===== src/rtl/fetch_unit.sv =====
// fetch_unit: PC, program-memory read issue and 3-entry FWFT buffer.
// Optional FETCH_PREDECODE_EN adds instr_opcode/instr_is_flow outputs.
module fetch_unit (
  input  logic       clk,
  input  logic       rst_n,
  output logic [7:0] imem_addr,
  output logic       imem_rd,
  input  logic [9:0] imem_data,
  output logic [9:0] instr,
  output logic [7:0] instr_pc,
  output logic       instr_valid,
  input  logic       instr_ready,
  input  logic       redirect,
  input  logic [7:0] redirect_pc,
  input  logic       halt
`ifdef FETCH_PREDECODE_EN
  ,
  output logic [3:0] instr_opcode,
  output logic       instr_is_flow
`endif
);

  typedef enum logic [1:0] {RUN, HALT, FLUSH} state_t;

  state_t     state, stateNext;
  logic [7:0] pc;
  logic [9:0] bufWord [3];
  logic [7:0] bufPc   [3];
  logic [1:0] count, head, tail;
  logic       inFlight, discard;
  logic       push, pop;
  logic [2:0] pending;

  function automatic logic [1:0] inc3(input logic [1:0] x);
    return (x == 2'd2) ? 2'd0 : x + 2'd1;
  endfunction

  assign pending = {1'b0, count} + {2'b00, inFlight};
  assign push    = inFlight && !discard && !redirect;
  assign pop     = instr_valid && instr_ready;

  assign instr       = bufWord[head];
  assign instr_pc    = bufPc[head];
  assign instr_valid = (count != 2'd0);

`ifdef FETCH_PREDECODE_EN
  assign instr_opcode  = instr_valid ? instr[9:6] : 4'd0;
  assign instr_is_flow = instr_valid &&
                         (instr[9:6] inside {4'd4, 4'd9, 4'd10, 4'd14});
`endif

  // state register
  always_ff @(posedge clk or negedge rst_n) begin
    if (!rst_n) state <= RUN;
    else        state <= stateNext;
  end

  // next state: redirect wins over halt from any state
  always_comb begin
    stateNext = state;
    if (redirect) begin
      stateNext = FLUSH;
    end else begin
      unique case (state)
        RUN:     stateNext = halt ? HALT : RUN;
        HALT:    stateNext = halt ? HALT : RUN;
        FLUSH:   stateNext = halt ? HALT : RUN;
        default: stateNext = RUN;
      endcase
    end
  end

  // read issue: only when the buffer can absorb the returning word
  always_comb begin
    imem_addr = pc;
    imem_rd   = (state != HALT) && !halt && !redirect &&
                (pending < 3'd3);
  end

  // PC, in-flight tracking and buffer bookkeeping
  always_ff @(posedge clk or negedge rst_n) begin
    if (!rst_n) begin
      pc       <= 8'h00;
      inFlight <= 1'b0;
      discard  <= 1'b0;
      count    <= 2'd0;
      head     <= 2'd0;
      tail     <= 2'd0;
    end else begin
      inFlight <= imem_rd;
      discard  <= redirect && inFlight;
      if (redirect)     pc <= redirect_pc;
      else if (imem_rd) pc <= pc + 8'd1;
      if (redirect) begin
        count <= 2'd0;
        head  <= 2'd0;
        tail  <= 2'd0;
      end else begin
        if (push) tail <= inc3(tail);
        if (pop)  head <= inc3(head);
        unique case ({push, pop})
          2'b10:   count <= count + 2'd1;
          2'b01:   count <= count - 2'd1;
          default: count <= count;
        endcase
      end
    end
  end

  // buffer storage; the word returning now belongs to pc-1
  always_ff @(posedge clk or negedge rst_n) begin
    if (!rst_n) begin
      for (int i = 0; i < 3; i++) begin
        bufWord[i] <= 10'd0;
        bufPc[i]   <= 8'd0;
      end
    end else if (push) begin
      bufWord[tail] <= imem_data;
      bufPc[tail]   <= pc - 8'd1;
    end
  end

endmodule


===== config.mk =====
export PLATFORM = sky130hd
export DESIGN_NAME = fetch_unit
export DESIGN_NICKNAME = d
export VERILOG_FILES = /design/src/rtl/fetch_unit.sv
export SDC_FILE = /design/constraint.sdc
export NUM_CORES = 1
export LEC_CHECK = 0
export CAP_MARGIN = 10
export CORE_AREA = 2 2 80 82
export DETAILED_ROUTE_END_ITERATION = 8
export DIE_AREA = 0 0 82 84
export GPL_TIMING_DRIVEN = 1
export PLACE_DENSITY_LB_ADDON = 0.2
export REMOVE_ABC_BUFFERS = 1
export SETUP_SLACK_MARGIN = 0.4
export SYNTH_ARGS = -nofsm -noshare
export SYNTH_HDL_FRONTEND = slang
export SYNTH_SLANG_ARGS = --single-unit

===== constraint.sdc =====
create_clock -name clk -period 3.27 [get_ports clk]
set_input_delay 0.8175 -clock clk [delete_from_list [all_inputs] [get_ports clk]]
set_output_delay 0.8175 -clock clk [all_outputs]
set_load 0.005 [all_outputs]

==> results of run 1 <==
[metal layers]
metal | track usage | vias up | share of wire
li1 | - | 1211 | -
met1 | 0.2931 | 1184 | 0.46
met2 | 0.3525 | 55 | 0.48
met3 | 0.03680 | 11 | 0.044
met4 | 0.09545 | 0 | 0.020
met5 | 0 | - | 0
[flip-flops by register name (all words and copies together) (netlist names)]
| signal | cells |
|---|---|
| count | 2 |
| inFlight | 1 |
| state | 2 |
| bufWord | 30 |
| bufPc | 24 |
| tail | 2 |
| head | 2 |
| discard | 1 |
| imem_addr | 8 |
[critical path, stage by stage, from the launching register on]
cell,delay [ns]
dfrtp_4,0.52
buf_4,0.21
mux2i_1,0.13
o21ai_0,0.19
clkdlybuf4s50_1,0.54
[cells in the mapped netlist, types with 4 or more instances]
cell type | instances | area [µm²]
a21oi_1 | 7 | 35.03
a221o_1 | 5 | 50.05
buf_6 | 4 | 45.04
clkbuf_1 | 9 | 33.78
dfrtp_1 | 72 | 1802
ha_1 | 4 | 50.05
inv_1 | 5 | 18.77
mux2_2 | 26 | 292.8
mux2_4 | 4 | 60.06
mux2i_1 | 20 | 200.2
nand2_1 | 49 | 183.9
nand3_1 | 5 | 25.02
nor2_1 | 10 | 37.54
nor2b_1 | 5 | 31.28
nor3_1 | 5 | 25.02
o21ai_0 | 46 | 230.2
xnor2_1 | 4 | 35.03
[through the flow]
stage	setup slack (ns)	total power, mW	util	area, µm²
finish	0.5190	2.407	0.6940	4230
global route	0.4048	2.544	0.6940	4230
CTS	0.4451	2.431	0.6929	4224
detailed placement	0.2409	1.714	0.6541	3988
global placement	0.2842	1.696	0.6541	3988
floorplan	0.8188	1.423	-	3323
[worst min-delay path by stage]
stage                               to  slack, ns  depth (start not counted)
floorplan           state[0]$_DFF_PN0_       0.41                          1
global placement    state[0]$_DFF_PN0_       0.42                          1
detailed placement  state[0]$_DFF_PN0_       0.44                          1
CTS                 state[0]$_DFF_PN0_       0.44                          1
global route        state[0]$_DFF_PN0_       0.46                          1
finish              state[0]$_DFF_PN0_       0.44                          1
[logic make-up (layout without fill, tap and decap cells)]
logic type	count (synthesis)	after routing
AND/OR/NAND/NOR	89	89
adder cells (fa/ha/maj)	4	4
XOR/XNOR	7	7
multiplexers	50	50
AO/OA/AOI/OAI	68	68
buffers and inverters	24	85
flip-flops	72	72
[report_power, final]
group	internal, mW	switching, mW
registers	1.05	0.106
logic	0.329	0.211
clock network	0.392	0.315
[final cells by class]
| class | instances | area [µm²] |
|---|---|---|
| well taps | 77 | 96.34 |
| inverters | 6 | 22.52 |
| repair buffers | 63 | 605.6 |
| flip-flops and latches | 72 | 1805 |
| multi-input cells | 218 | 1501 |
| clock buffers | 13 | 158.9 |
| fillers | 463 | 1866 |
| clock inverters | 3 | 40.04 |
[repair_timing]
action | CTS | global route
pin swaps | 2 | 0
setup buffers | 5 | 0
setup endpoints to repair | 19 | 6
hold endpoints to repair | 0 | 0
resized for setup | 5 | 2
hold buffers | 0 | 0
==> results.md, run 1 <==
- Post-Synth Simple-Gate Area: 0.1290
- Clk_skew: 0.004932 ns
- Worst hold margin: 0.4385 ns
- Final period util: 0.8413
- Post-synthesis sequential area ratio: 0.5261
- Mux share of post-synthesis cell area: 0.1615
- Final non-filler cell total: 452
- Max-Cap Viols: 0
- Initial DRT Pass Iterations: 4
- DRC viols: 0
- Mean routed wirelength per cell: 15.03 µm
- Crit path kind: reg -> out
- Port Buffers: 50
- Global-route wire length before repair: 11640 µm
- Root Driver: clkbuf_8
- Most frequent cells in the layout: 71 x dfrtp_1, 49 x nand2_1, 46 x o21ai_0, 46 x clkdlybuf4s50_1, 26 x mux2_2
- Worst-Skew Late Latency: 0.34 ns
- Status: finished, final reports clean
- I/O Pins: 51
- Gpl congestion: 0.7878
- Max IR drop VDD: 289.0 µV
- RSZ-0062 raised after global routing: false
- FFs w/ async S/R, synth: 1.000
- Worst r2r dst: imem_addr[6]$_DFFE_PN0P_
- Initial Utilization: 0.5618
- Slew margin rel.: 0.4354
- Fmax achieved: 363.5 MHz
- Final setup fails: 0
- Reg clk slew, reported paths: 0.07 ns
- Via density: 5.445
- Detailed Route WL: 6794 µm
- Largest family of logic cells by synthesized area: multiplexers
- Core Region: ~6000 µm²
- Site row count: 29
- Pleak: 1.905 nW
- Mapped Area: 3425 µm²
- Ant diodes: 0
- Remaining global-route overflow: 0
- Placed insts: 431
- DPL Wire Length: 4346 µm
- Syn Inst Count: between 300 and 400
- Die height: 84 µm
- R2r worst-path depth: 6
- Hold Vio Cnt, Final: 0
- Max Fanout on Critical Path: 9
- CTS sink count: 72
- Ys flop type: dfrtp_1
- CTS tree: done
- Min-delay worst type: reg -> reg
- Die ar.: approximately 7000 µm²
- Detailed Route Iter0 Violations: 167
- XOR/XNOR Fraction of Synth Area: 0.01790
- Post-synthesis average cell area: 10.91 µm²
- Synth Area in Adders: 0.01461
- H-tree depth: 3
- Critical path capture point type: primary output
- Most common cell after layout, fill and taps aside: dfrtp_1
- FF+latch count, synth: 72
- Critical Path Start: head[0]$_DFFE_PN0P_
- Final net count: 397
- Post-synth EDFFs: 0
- Setup slack, reg-to-reg: about 1.4 ns
- Post-layout min period: 2.751 ns
- Die width: just over 80 µm
- Synth Warn #: 0
- Area grow syn2layout: 23.53%
- Worst setup path endpoint: instr_pc[2]
- Worst Path Required: about 2.5 ns
- Hold_sp: state[1]$_DFF_PN0_
- Startpoint Class: flip-flop
- Clock buffer depth: 2
- Num CTS Buffers: 9
- Slew @ Worst Pin: 0.8470 ns
- Compound-Gate Fraction of Synth Area: 0.1147
- Netlist cell types: 39
- PD cells: 568.9 nW/µm²
- Max Slew Vio Count: 0
- Share of layout cells above drive strength 1: 0.1787
- Worst EP arrival: 1.93 ns
- Final ANT Viol Nets: 0
- Initial antenna violation count: 0
- GRT Total Usage: 0.2205
- Vias in the first global route: between 2000 and 2500
- Largest net degree at the start of global routing: 38
- Total number of vias: approximately 2500
- Fin Setup TNS: 0 ns
- RR Startpoint: inFlight$_DFF_PN0_
No activity file was read; power rests on OpenSTA's default activity.
==> run 2, diff against run 1 <==
Settings changed: CORE_AREA 2 2 80 82 to 2 2 87 89, DIE_AREA 0 0 82 84 to 0 0 89 91.
Clock period 3.27 ns to 2.4 ns, I/O delays scaled along.
==> run 2 against run 1 <==
Worst setup slack got worse by 0.25 ns. Clock-buffer cell count shrank 3. Via count rose by 5.1%.
==> results.md, run 2 (same netlist as run 1, synthesis figures left out) <==
- Status: finished, final reports clean
- Worst-Skew Late Latency: around 0.35 ns
- Crit-path slowest cell: dfrtp_2
- Startpoint Class: flip-flop
- Clock power share: 0.340
- Slew @ Worst Pin: between 0.6 and 0.7 ns
- Worst setup path endpoint: instr_pc[1]
- PD cells: 768.5 nW/µm²
- Met1 GRT Util: 0.2731
- Gpl congestion: 0.7637
- Number of fill cells in the layout: 583
- Final setup fails: 0
- Met2 usage: 0.3290
- GR peak layer: met2
- CTS sink count: 72
- Site row count: 31
- Root Driver: clkbuf_8
- Hold Vio Cnt, Final: 0
- Worst hold margin: ~0.14 ns
- Total number of vias: 2587
- R2r worst-path depth: 6
- Die width: roughly 90 µm
- Crit path cell chain: buf_12 > buf_16 > mux2i_1 > o21ai_1 > buf_2
- Met3 Use GR: 0.06000
- H-tree depth: 3
- Internal: 2.574 mW
- Fin Setup TNS: 0 ns
- Initial Utilization: 0.4798
- GRT Total Usage: 0.2076
- Ant diodes: 0
- Detailed Route Iter0 Violations: about 140
- Global-route wire length before repair: 12850 µm
- Crit path kind: reg -> out
- Reg clk slew, reported paths: 0.08 ns
- Clock buffer depth: 2
- WP buf/inv: 3
- Worst stage delay on the critical path: 0.49 ns
- Finished Cell Area: 4577 µm²
- Share of layout cells above drive strength 1: 0.3342
- Core Region: 7137 µm²
- Most frequent cells in the layout: 64 x dfrtp_1, 39 x nand2_1, 28 x o21ai_0, 27 x clkdlybuf4s50_1, 26 x mux2_2
- Initial antenna violation count: 0
- Vias in the first global route: 2537
- Seq pwr share: 0.451
- Port Buffers: 50
- Worst r2r dst: imem_addr[6]$_DFFE_PN0P_
- Initial DRT Pass Iterations: 4
- Slew margin rel.: 0.5795
- CP Depth: 5
- Final period util: 0.8893
- Max Fanout on Critical Path: 8
- Worst Path Required: 1.80 ns
- Placed inst area: 4090 µm²
- Critical path capture point type: primary output
- Pleak: ~2.1 nW
- Final ANT Viol Nets: 0
- Logic gate share of total power: 0.209
- I/O Pins: 51
- Worst EP arrival: 1.53 ns
- Num CTS Buffers: 9
- CP top delay family: flip-flops
- RR Startpoint: inFlight$_DFF_PN0_
- DRC viols: 0
- Post-layout min period: 2.134 ns
- RSZ-0062 raised after global routing: true
- Min-delay worst type: in -> async
- Via density: 5.269
- Switch share: 0.2682
- DPL Wire Length: 4779 µm
- Switching Power: 0.9433 mW
- Mean routed wirelength per cell: 15.68 µm
- Most common cell after layout, fill and taps aside: dfrtp_1
- Clk_skew: just under 0.007 ns
- Die height: 91 µm
- Max-Cap Viols: 0
- Detailed Route WL: 7697 µm
- Largest register FFs: 30
- Setup slack, reg-to-reg: 0.59 ns
- Critical Path Start: head[0]$_DFFE_PN0P_
- Area grow syn2layout: 33.65%
- Most flops, register: bufWord
- Remaining global-route overflow: 0
- Die ar.: 8099 µm²
- Max IR drop VDD: roughly 350 µV
- Fmax achieved: around 470 MHz
- Max Slew Vio Count: 0
- Largest net degree at the start of global routing: 31
- Final net count: 414
- CTS tree: done
## run 2: area by class of cell
class | instances | area [µm²] | share of cell area
repair buffers | 80 | 772.0 | 0.1687
flip-flops and latches | 72 | 1812 | 0.3958
clock inverters | 6 | 115.1 | 0.02515
inverters | 6 | 22.52 | 0.004921
multi-input cells | 218 | 1594 | 0.3483
clock buffers | 10 | 137.6 | 0.03007
well taps | 99 | 123.9 | 0.02706
## run 2: how the worst min path moves through the flow
| stage | from | endpoint | slack [ns] | depth (start not counted) |
|---|---|---|---|---|
| after floorplan | rst_n | bufPc[0]$_DFFE_PN0P_ | 0.30 | 0 |
| after global placement | state[1]$_DFF_PN0_ | state[0]$_DFF_PN0_ | 0.43 | 1 |
| after detailed placement | state[1]$_DFF_PN0_ | state[0]$_DFF_PN0_ | 0.45 | 1 |
| after CTS | rst_n | bufWord[22]$_DFFE_PN0P_ | 0.15 | 1 |
| after global routing | rst_n | bufWord[22]$_DFFE_PN0P_ | 0.15 | 1 |
| final | rst_n | bufWord[22]$_DFFE_PN0P_ | 0.14 | 1 |
## run 2: what timing repair did
action                     4_1_cts  5_1_grt
gates resized for setup        124       16
setup endpoints to repair       45       51
hold buffers                     0        0
pin swaps                       16        7
setup buffers                   11        4
cloned                           2        0
## run 2: through the flow
step	util	total power, mW	setup slack, ns	cells
final	0.6413	3.517	0.2657	491
after global routing	0.6413	3.729	0.1756	491
after CTS	0.6315	3.515	0.2381	487
after detailed placement	0.5731	2.353	-0.1396	458
after global placement	0.5731	2.322	-0.1336	458
after floorplan	-	1.938	0.1663	296
## run 2: power by group through the flow
stage	clock [mW]	sequential (mW)	combinational [mW]
2_1_floorplan	0	1.57	0.370
3_3_place_gp	0	1.59	0.734
3_5_place_dp	0	1.60	0.754
4_1_cts	1.22	1.58	0.721
5_1_grt	1.29	1.62	0.823
6_report	1.19	1.59	0.736
## run 2: per-layer routing
| layer | up-vias | share of wire |
|---|---|---|
| met4 | 0 | 0.018 |
| met5 | - | 0 |
| li1 | 1250 | - |
| met1 | 1250 | 0.44 |
| met3 | 12 | 0.060 |
| met2 | 75 | 0.49 |
==> run 3, diff against run 2 <==
Settings changed: CORE_AREA 2 2 87 89 to 2 2 80 82, DIE_AREA 0 0 89 91 to 0 0 82 84.
Clock period 2.4 ns to 2.6 ns, I/O delays scaled along.
==> run 3 against run 2 <==
Sequential cell count unchanged. Via count down 1.6%. Non-clock buffer count down 8. Sequential power down 8%. Die area down 15%. Cell count down 6.1%. Worst setup slack worse by 0.10 ns. Core utilization up 7.0 points. Worst hold slack better by 0.16 ns. Clock power down 29%. Critical path type unchanged. Highest routed layer unchanged.
==> results.md, run 3 (same netlist as run 1, synthesis figures left out) <==
- Status: finished, final reports clean
- Final period util: 0.9377
- Pleak: 2.008 nW
- CTS sink count: 72
- DPL Wire Length: 4550 µm
- H-tree depth: 3
- Site row count: 29
- Slew margin rel.: 0.5455
- Share of layout cells above drive strength 1: 0.2161
- Number of fill cells in the layout: 479
- Largest net degree at the start of global routing: 30
- Num CTS Buffers: 9
- CTS tree: done
- Post-layout min period: 2.438 ns
- Pre-CTS WS: -0.05734 ns
- PD cells: 688.1 nW/µm²
- Max-Cap Viols: 0
- Die width: 82 µm
- Hold Vio Cnt, Final: 0
- Largest register FFs: 30
- Max IR drop VDD: 336.9 µV
- Crit path cell chain: buf_12 > mux2i_1 > o21ai_0 > clkdlybuf4s50_1
- Hold buffers post-CTS: 0
- I/O Pins: 51
- Die height: 84 µm
- Max Slew Vio Count: 0
- Placed insts: 433
- Total number of vias: 2545
- Core Region: 6096 µm²
- Placed inst area: 4003 µm²
- Most frequent cells in the layout: 70 x dfrtp_1, 48 x nand2_1, 41 x o21ai_0, 39 x clkdlybuf4s50_1, 26 x mux2_2
- RSZ-0062 raised after global routing: true
- Detailed Route Iter0 Violations: 106
- Area grow syn2layout: 26.64%
- Final worst slack: 0.1619 ns
- Crit-path slowest cell: clkdlybuf4s50_1
- Worst-Skew Late Latency: 0.33 ns
- Global-route wire length before repair: between 10000 and 15000 µm
- Worst EP arrival: 1.79 ns
- Final non-filler cell total: 461
- Detailed Route WL: 7210 µm
- Most common cell after layout, fill and taps aside: dfrtp_1
- WP buf/inv: 2
- Most flops, register: bufWord
- Slew @ Worst Pin: 0.6786 ns
- FF/Latch Area: around 1800 µm²
- Mean routed wirelength per cell: between 15 and 20 µm
- Initial DRT Pass Iterations: 5
- Final setup fails: 0
- Clk_skew: 0.008425 ns
- Via density: 5.521
- Min-delay worst type: in -> async
- Initial antenna violation count: 0
- Initial Utilization: 0.5618
- Port Buffers: 50
- Die ar.: 6888 µm²
- Root Driver: clkbuf_8
- Remaining global-route overflow: 0
- Final net count: 407
- Reg clk slew, reported paths: ~0.07 ns
- Multi-input gate area: 1546 µm²
- Vias in the first global route: 2645
- Clock buffer depth: 2
- Gpl congestion: between 0.7 and 0.8
- Ant diodes: 0
- Final ANT Viol Nets: 0
- Crit path kind: reg -> out
- CP top delay family: buffers and inverters
- Worst hold margin: 0.3076 ns
- GRT Total Usage: 0.2290
- Startpoint Class: flip-flop
- DRC viols: 0
- Max Fanout on Critical Path: 12
- Worst Path Required: 1.95 ns
- Fmax achieved: 410.2 MHz
- Worst stage delay on the critical path: roughly 0.53 ns
- Finished Cell Area: 4337 µm²
- Critical path capture point type: primary output
==> run 3: worst reg2reg max path, delay by kind of cell (launching register included) <==
family | cells | cell delay, ns
buffers and inverters | 2 | 0.22
AO/OA/AOI/OAI | 3 | 0.77
adder cells (fa/ha/maj) | 2 | 0.36
AND/OR/NAND/NOR | 1 | 0.13
flip-flops | 1 | 0.39
==> run 3: worst paths after layout <==
| check | start | end | slack (ns) | cells after the start |
|---|---|---|---|---|
| min in group clk | state[1]$_DFF_PN0_ | state[0]$_DFF_PN0_ | 0.46 | 1 |
| setup / recovery | head[0]$_DFFE_PN0P_ | instr_pc[5] | 0.16 | 4 |
| setup reg to reg | inFlight$_DFF_PN0_ | imem_addr[2]$_DFFE_PN0P_ | 0.60 | 8 |
| hold reg to reg | state[1]$_DFF_PN0_ | state[0]$_DFF_PN0_ | 0.46 | 1 |
| hold / removal | rst_n | bufWord[13]$_DFFE_PN0P_ | 0.31 | 1 |
| max in group asynchronous | rst_n | imem_addr[0]$_DFFE_PN0P_ | 1.48 | 2 |
==> run 3: per-layer routing <==
metal	GRT usage	routed length, µm
met1	0.2981	3185
met2	0.3755	3615
met3	0.04113	300
met4	0.08788	108
met5	0	0
==> run 3: repair_timing <==
item | 4_1_cts | 5_1_grt
pin swaps | 4 | 3
endpoints found under the setup margin | 29 | 21
hold endpoints to repair | 0 | 0
resized for setup | 11 | 19
gates cloned | 1 | 0
buffers inserted | 10 | 2
==> run 3: cell type report <==
type,count,area share
flip-flops and latches,72,0.4160
clock inverters,3,0.009810
multi-input cells,219,0.3566
well taps,77,0.02222
inverters,6,0.005193
clock buffers,12,0.03347
repair buffers,72,0.1567
==> run 3: power by group <==
part	internal, mW	leakage (nW)	switching (mW)
sequential	1.33	0.930	0.133
clock	0.464	0.0925	0.379
combinational	0.410	0.985	0.273
total	2.20	2.01	0.785
==> run 3: stage by stage <==
step	power, mW	setup TNS, ns	util
finish	2.984	0	0.7114
global route	3.167	0	0.7114
CTS	3.008	0	0.7024
detailed placement	2.161	-0.05943	0.6566
global placement	2.132	-0.05142	0.6566
floorplan	1.789	0	-
